===== config.mk =====
export PLATFORM = sky130hd
export DESIGN_NAME = data_sram_axi_bridge
export DESIGN_NICKNAME = d
export VERILOG_FILES = /design/src/rtl/data_sram_axi_bridge.sv
export SDC_FILE = /design/constraint.sdc
export NUM_CORES = 1
export LEC_CHECK = 0
export CORE_AREA = 2 2 124 126
export CTS_CLUSTER_DIAMETER = 40
export DETAILED_ROUTE_END_ITERATION = 16
export DIE_AREA = 0 0 126 128
export DONT_BUFFER_PORTS = 1
export PLACE_DENSITY = 0.42
export SKIP_CTS_REPAIR_TIMING = 1
export SYNTH_ARGS = -nofsm -noshare
export SYNTH_HDL_FRONTEND = slang
export SYNTH_SLANG_ARGS = --single-unit

===== constraint.sdc =====
create_clock -name clk -period 3.7 [get_ports clk]
set_input_delay 0.74 -clock clk [delete_from_list [all_inputs] [get_ports clk]]
set_output_delay 0.74 -clock clk [all_outputs]
set_load 0.005 [all_outputs]

===== src/rtl/data_sram_axi_bridge.sv =====
// Bridges the memory stage's data SRAM-like port onto a single-beat AXI4 master, one transaction in flight.
// Request accepted in IDLE; completion pulse in the cycle R or B is seen. Payload is held from latches until handshake.
module data_sram_axi_bridge #(
  parameter logic [3:0] AXI_ID = 4'd1
) (
  input  logic        clk,
  input  logic        rst,
  input  logic        data_req,
  input  logic        data_wr,
  input  logic [1:0]  data_size,
  input  logic [31:0] data_addr,
  input  logic [31:0] data_wdata,
  input  logic        data_uncached,
  output logic [31:0] data_rdata,
  output logic        data_addr_ok,
  output logic        data_data_ok,
  output logic [3:0]  arid,
  output logic [31:0] araddr,
  output logic [7:0]  arlen,
  output logic [2:0]  arsize,
  output logic [1:0]  arburst,
  output logic [1:0]  arlock,
  output logic [3:0]  arcache,
  output logic [2:0]  arprot,
  output logic        arvalid,
  input  logic        arready,
  input  logic [3:0]  rid,
  input  logic [31:0] rdata,
  input  logic [1:0]  rresp,
  input  logic        rlast,
  input  logic        rvalid,
  output logic        rready,
  output logic [3:0]  awid,
  output logic [31:0] awaddr,
  output logic [7:0]  awlen,
  output logic [2:0]  awsize,
  output logic [1:0]  awburst,
  output logic [1:0]  awlock,
  output logic [3:0]  awcache,
  output logic [2:0]  awprot,
  output logic        awvalid,
  input  logic        awready,
  output logic [3:0]  wid,
  output logic [31:0] wdata,
  output logic [3:0]  wstrb,
  output logic        wlast,
  output logic        wvalid,
  input  logic        wready,
  input  logic [3:0]  bid,
  input  logic [1:0]  bresp,
  input  logic        bvalid,
  output logic        bready
);

  typedef enum logic [2:0] {IDLE, RD_ADDR, RD_DATA, WR, WR_RESP} state_t;

  state_t      state, state_nxt;
  logic [31:0] addr_q, wdata_q;
  logic [1:0]  size_q;
  logic        uncached_q;
  logic [3:0]  strb_q, strb_d;
  logic        aw_done, w_done;
  logic        accept;

  // Response status, IDs and rlast carry nothing this single-beat master acts on.
  logic unused_ok;
  assign unused_ok = ^{rid, rresp, rlast, bid, bresp};

  assign accept = (state == IDLE) && data_req && !rst;

  always_comb begin
    strb_d = 4'b0000;
    case (data_size)
      2'd0:    strb_d = 4'b0001 << data_addr[1:0];
      2'd1:    strb_d = 4'b0011 << data_addr[1:0];
      2'd2:    strb_d = 4'b1111;
      default: strb_d = 4'b0000;
    endcase
  end

  always_ff @(posedge clk) begin
    if (rst) begin
      state      <= IDLE;
      addr_q     <= '0;
      wdata_q    <= '0;
      size_q     <= '0;
      uncached_q <= 1'b0;
      strb_q     <= '0;
      aw_done    <= 1'b0;
      w_done     <= 1'b0;
    end else begin
      state <= state_nxt;
      if (accept) begin
        addr_q     <= data_addr;
        wdata_q    <= data_wdata;
        size_q     <= data_size;
        uncached_q <= data_uncached;
        strb_q     <= strb_d;
        aw_done    <= 1'b0;
        w_done     <= 1'b0;
      end else if (state == WR) begin
        if (awvalid && awready) aw_done <= 1'b1;
        if (wvalid && wready)   w_done  <= 1'b1;
      end
    end
  end

  always_comb begin
    state_nxt    = state;
    data_addr_ok = 1'b0;
    data_data_ok = 1'b0;
    data_rdata   = 32'h0;
    arvalid      = 1'b0;
    rready       = 1'b0;
    awvalid      = 1'b0;
    wvalid       = 1'b0;
    bready       = 1'b0;
    case (state)
      IDLE: begin
        data_addr_ok = accept;
        if (accept) state_nxt = data_wr ? WR : RD_ADDR;
      end
      RD_ADDR: begin
        arvalid = 1'b1;
        if (arready) state_nxt = RD_DATA;
      end
      RD_DATA: begin
        rready = 1'b1;
        if (rvalid) begin
          data_data_ok = 1'b1;
          data_rdata   = rdata;
          state_nxt    = IDLE;
        end
      end
      WR: begin
        awvalid = !aw_done;
        wvalid  = !w_done;
        // Handshakes landing this cycle count as done, so simultaneous AW/W leave in one cycle.
        if ((aw_done || awready) && (w_done || wready)) state_nxt = WR_RESP;
      end
      WR_RESP: begin
        bready = 1'b1;
        if (bvalid) begin
          data_data_ok = 1'b1;
          state_nxt    = IDLE;
        end
      end
      default: state_nxt = IDLE;
    endcase
  end

  assign arid    = AXI_ID;
  assign araddr  = addr_q;
  assign arlen   = 8'd0;
  assign arsize  = {1'b0, size_q};
  assign arburst = 2'b01;
  assign arlock  = 2'b00;
  assign arcache = uncached_q ? 4'b0000 : 4'b1111;
  assign arprot  = 3'b000;

  assign awid    = AXI_ID;
  assign awaddr  = addr_q;
  assign awlen   = 8'd0;
  assign awsize  = {1'b0, size_q};
  assign awburst = 2'b01;
  assign awlock  = 2'b00;
  assign awcache = uncached_q ? 4'b0000 : 4'b1111;
  assign awprot  = 3'b000;

  assign wid     = AXI_ID;
  assign wdata   = wdata_q;
  assign wstrb   = strb_q;
  assign wlast   = 1'b1;

endmodule


==> flow_summary.json <==
{
  "outcome": "finished clean",
  "grt_setup_unrepaired": "false",
  "vias_per_cell": 4.46,
  "clkTransAtPathRegs_ps": 50,
  "grt_first_pass_wirelength_um": 10900,
  "cts-htree-levels": 3,
  "dieHeight_um": 128,
  "grt_pass1_vias": 1890,
  "worstSkewPairLatency_ps": 330,
  "initial_core_util_pct": 22.9,
  "crit_fanout": 38,
  "pre_cts_ws_ps": 1200,
  "rr_worst_depth": 5,
  "power_density_nw_per_um2": 712,
  "ys_types": 32,
  "clock_skew_ps": 3.72,
  "synthesis.area_um2": 3400,
  "crit_path_end_kind": "output port",
  "use_met2_pct": 15.7,
  "cts_max_path_buffers": 2,
  "remaining_drc_errors": 0,
  "nFillCells": 1596,
  "pin_count": 317,
  "tightestPinTransition_ps": 960,
  "hold_class": "register to register",
  "peakVddDrop_mv": 0.192,
  "dpl_cell_area_um2": 3070,
  "relSlewSlack_pct": 35.9,
  "met1_usage_pct": 8.73,
  "core_area_um2": 14900,
  "avgSynthCellArea_um2": 10.1,
  "period_minus_slack_ps": 2530,
  "syn_to_final_growth_pct": 0.0735,
  "cts_tree": "yes",
  "port_buffers": 0,
  "ys_ff_latch": 76,
  "hold_viol": 0,
  "seq_area_frac_synth_pct": 44.7,
  "drive_gt1_share_pct": 7.27,
  "grt_start_max_net_pins": 41,
  "busiest_layer": "met2",
  "grt_use_total_pct": 9.08,
  "max_freq_mhz": 396,
  "finalSetupViolCount": 0,
  "clock_sinks": 76,
  "cts_root_buffer": "clkbuf_16",
  "layout_setup_ws_ps": 1170,
  "syn_inst": 338,
  "antenna_found_initial": 0,
  "drtIter0Drc": 92,
  "gr-usage-met3_pct": 4.88,
  "ant_nets": 0,
  "min_path_cells": 2,
  "post-place-cells": 463,
  "synth_top_area_cell": "dfxtp_1",
  "multi_input_area_um2": 1270,
  "wl_um": 8070,
  "dp.final_hpwl_um": 5940,
  "tns_ps": 0,
  "required_ps": 2960,
  "antenna_cells": 0,
  "cts_buffers": 9,
  "cap_violations": 0,
  "crit_path_start_kind": "register",
  "drt_first_pass_iters": 4,
  "grt-ovfl-total": 0,
  "finalNonFillerCells": 477,
  "slew_viol_final": 0,
  "via_count": 2127,
  "fin_crit_sh_pct": 68.3,
  "critPathArrivalTime_ps": 1790,
  "finalWeightedCongestion": 0.687,
  "synth.area.top_cells": "dfxtp_1, buf_4, a22o_1",
  "fin_area_um2": 3400,
  "regArea_um2": 1520,
  "rows": 45,
  "hold_ws_ps": 477,
  "avgRoutedWirePerCell_um": 16.9,
  "yosys_warnings": 0,
  "leakagePower_nw": 1.48,
  "synth_top_area_share_pct": 44.7,
  "die_w_um": 126,
  "die_area_um2": 16100,
  "worst-setup-path-type": "register to output port",
  "fin_nets": 407
}
[worst paths after layout]
check / from / end / slack (ps)
worst max register to register: state[1]$_SDFFE_PP0P_ / wstrb[3]$_SDFFE_PP0P_ / 1420
worst min register to register: wstrb[3]$_SDFFE_PP0P_ / wstrb[3]$_SDFFE_PP0P_ / 480
worst max-delay path: state[1]$_SDFFE_PP0P_ / data_addr_ok / 1170
worst min-delay path: wstrb[3]$_SDFFE_PP0P_ / wstrb[3]$_SDFFE_PP0P_ / 480
[per-layer routing]
| layer | up-vias | wire length, µm |
|---|---|---|
| li1 | 973 | - |
| met1 | 954 | 2940 |
| met2 | 184 | 4000 |
| met3 | 16 | 949 |
| met4 | 0 | 178 |
| met5 | - | 0 |
[critical path: stages, from the launching register on]
cell and delay, ps:
dfxtp_1 380, nor3_2 310, and3_2 760
[layout make-up]
class | count | area share, %
clock inverters | 4 | 2.90
inverters | 2 | 0.221
multi-input cells | 194 | 37.2
repair buffers | 3 | 1.03
flip-flops and latches | 76 | 44.7
well taps | 188 | 6.91
clock buffers | 10 | 7.02
[state kept, by name, summed over array words and instances, names as in the netlist]
name,flops
uncached_q,1
wstrb,4
araddr,32
wdata,32
aw_done,1
state,3
size_q,2
w_done,1
[placed cells by master, fill, tap and decap left out, drive strengths merged, types with 2 or more instances in the layout]
cell and count:
inv 2, a21oi 4, conb 45, o21ai 8, and2 2, nand2 5
and3 33, nor2b 3, nor3b 2, dfxtp 76, nor2 6, nand3b 3
nor3 3, clkbuf 10, a22o 67, nand2b 3, bufinv 3, buf 3
[metrics by stage]
step / utilization (%) / power (mW)
2_1_floorplan: - / 1.49
3_3_place_gp: 20.6 / 1.45
3_5_place_dp: 20.6 / 1.46
4_1_cts: 22.9 / 2.48
5_1_grt: 22.9 / 2.56
6_report: 22.9 / 2.42
[power breakdown]
group / leakage [nW] / internal, mW / switching (mW)
Combinational: 0.691 / 0.148 / 0.197
Sequential: 0.623 / 0.948 / 0.144
Clock: 0.165 / 0.670 / 0.317
Total: 1.48 / 1.77 / 0.659
[cell usage after synthesis, drive strengths merged]
cell type,instances
a31o,1
o211ai,1
nand3b,3
inv,2
nor3,3
a21o,1
dfxtp,76
a221oi,1
and2,2
nand2b,3
conb,2
nor3b,2
nand2,5
nor2,6
a21oi,4
nor2b,3
o22ai,1
o311ai,1
buf,99
and3b,1
mux2i,1
and3,33
nor4b,1
o21a,1
clkbuf,10
a22o,67
o21ai,8
[cell families (layout without fill, tap and decap cells)]
logic type	Yosys count	count (layout)	share of synthesized area, %
DFF	76	76	44.7
other	2	45	0.221
AOI/OAI and AO/OA	86	86	20.8
muxes	1	1	0.294
and+or+nand+nor	62	62	11.0
buffers and inverters	111	19	23.0
(Power assumes the default switching activity.)
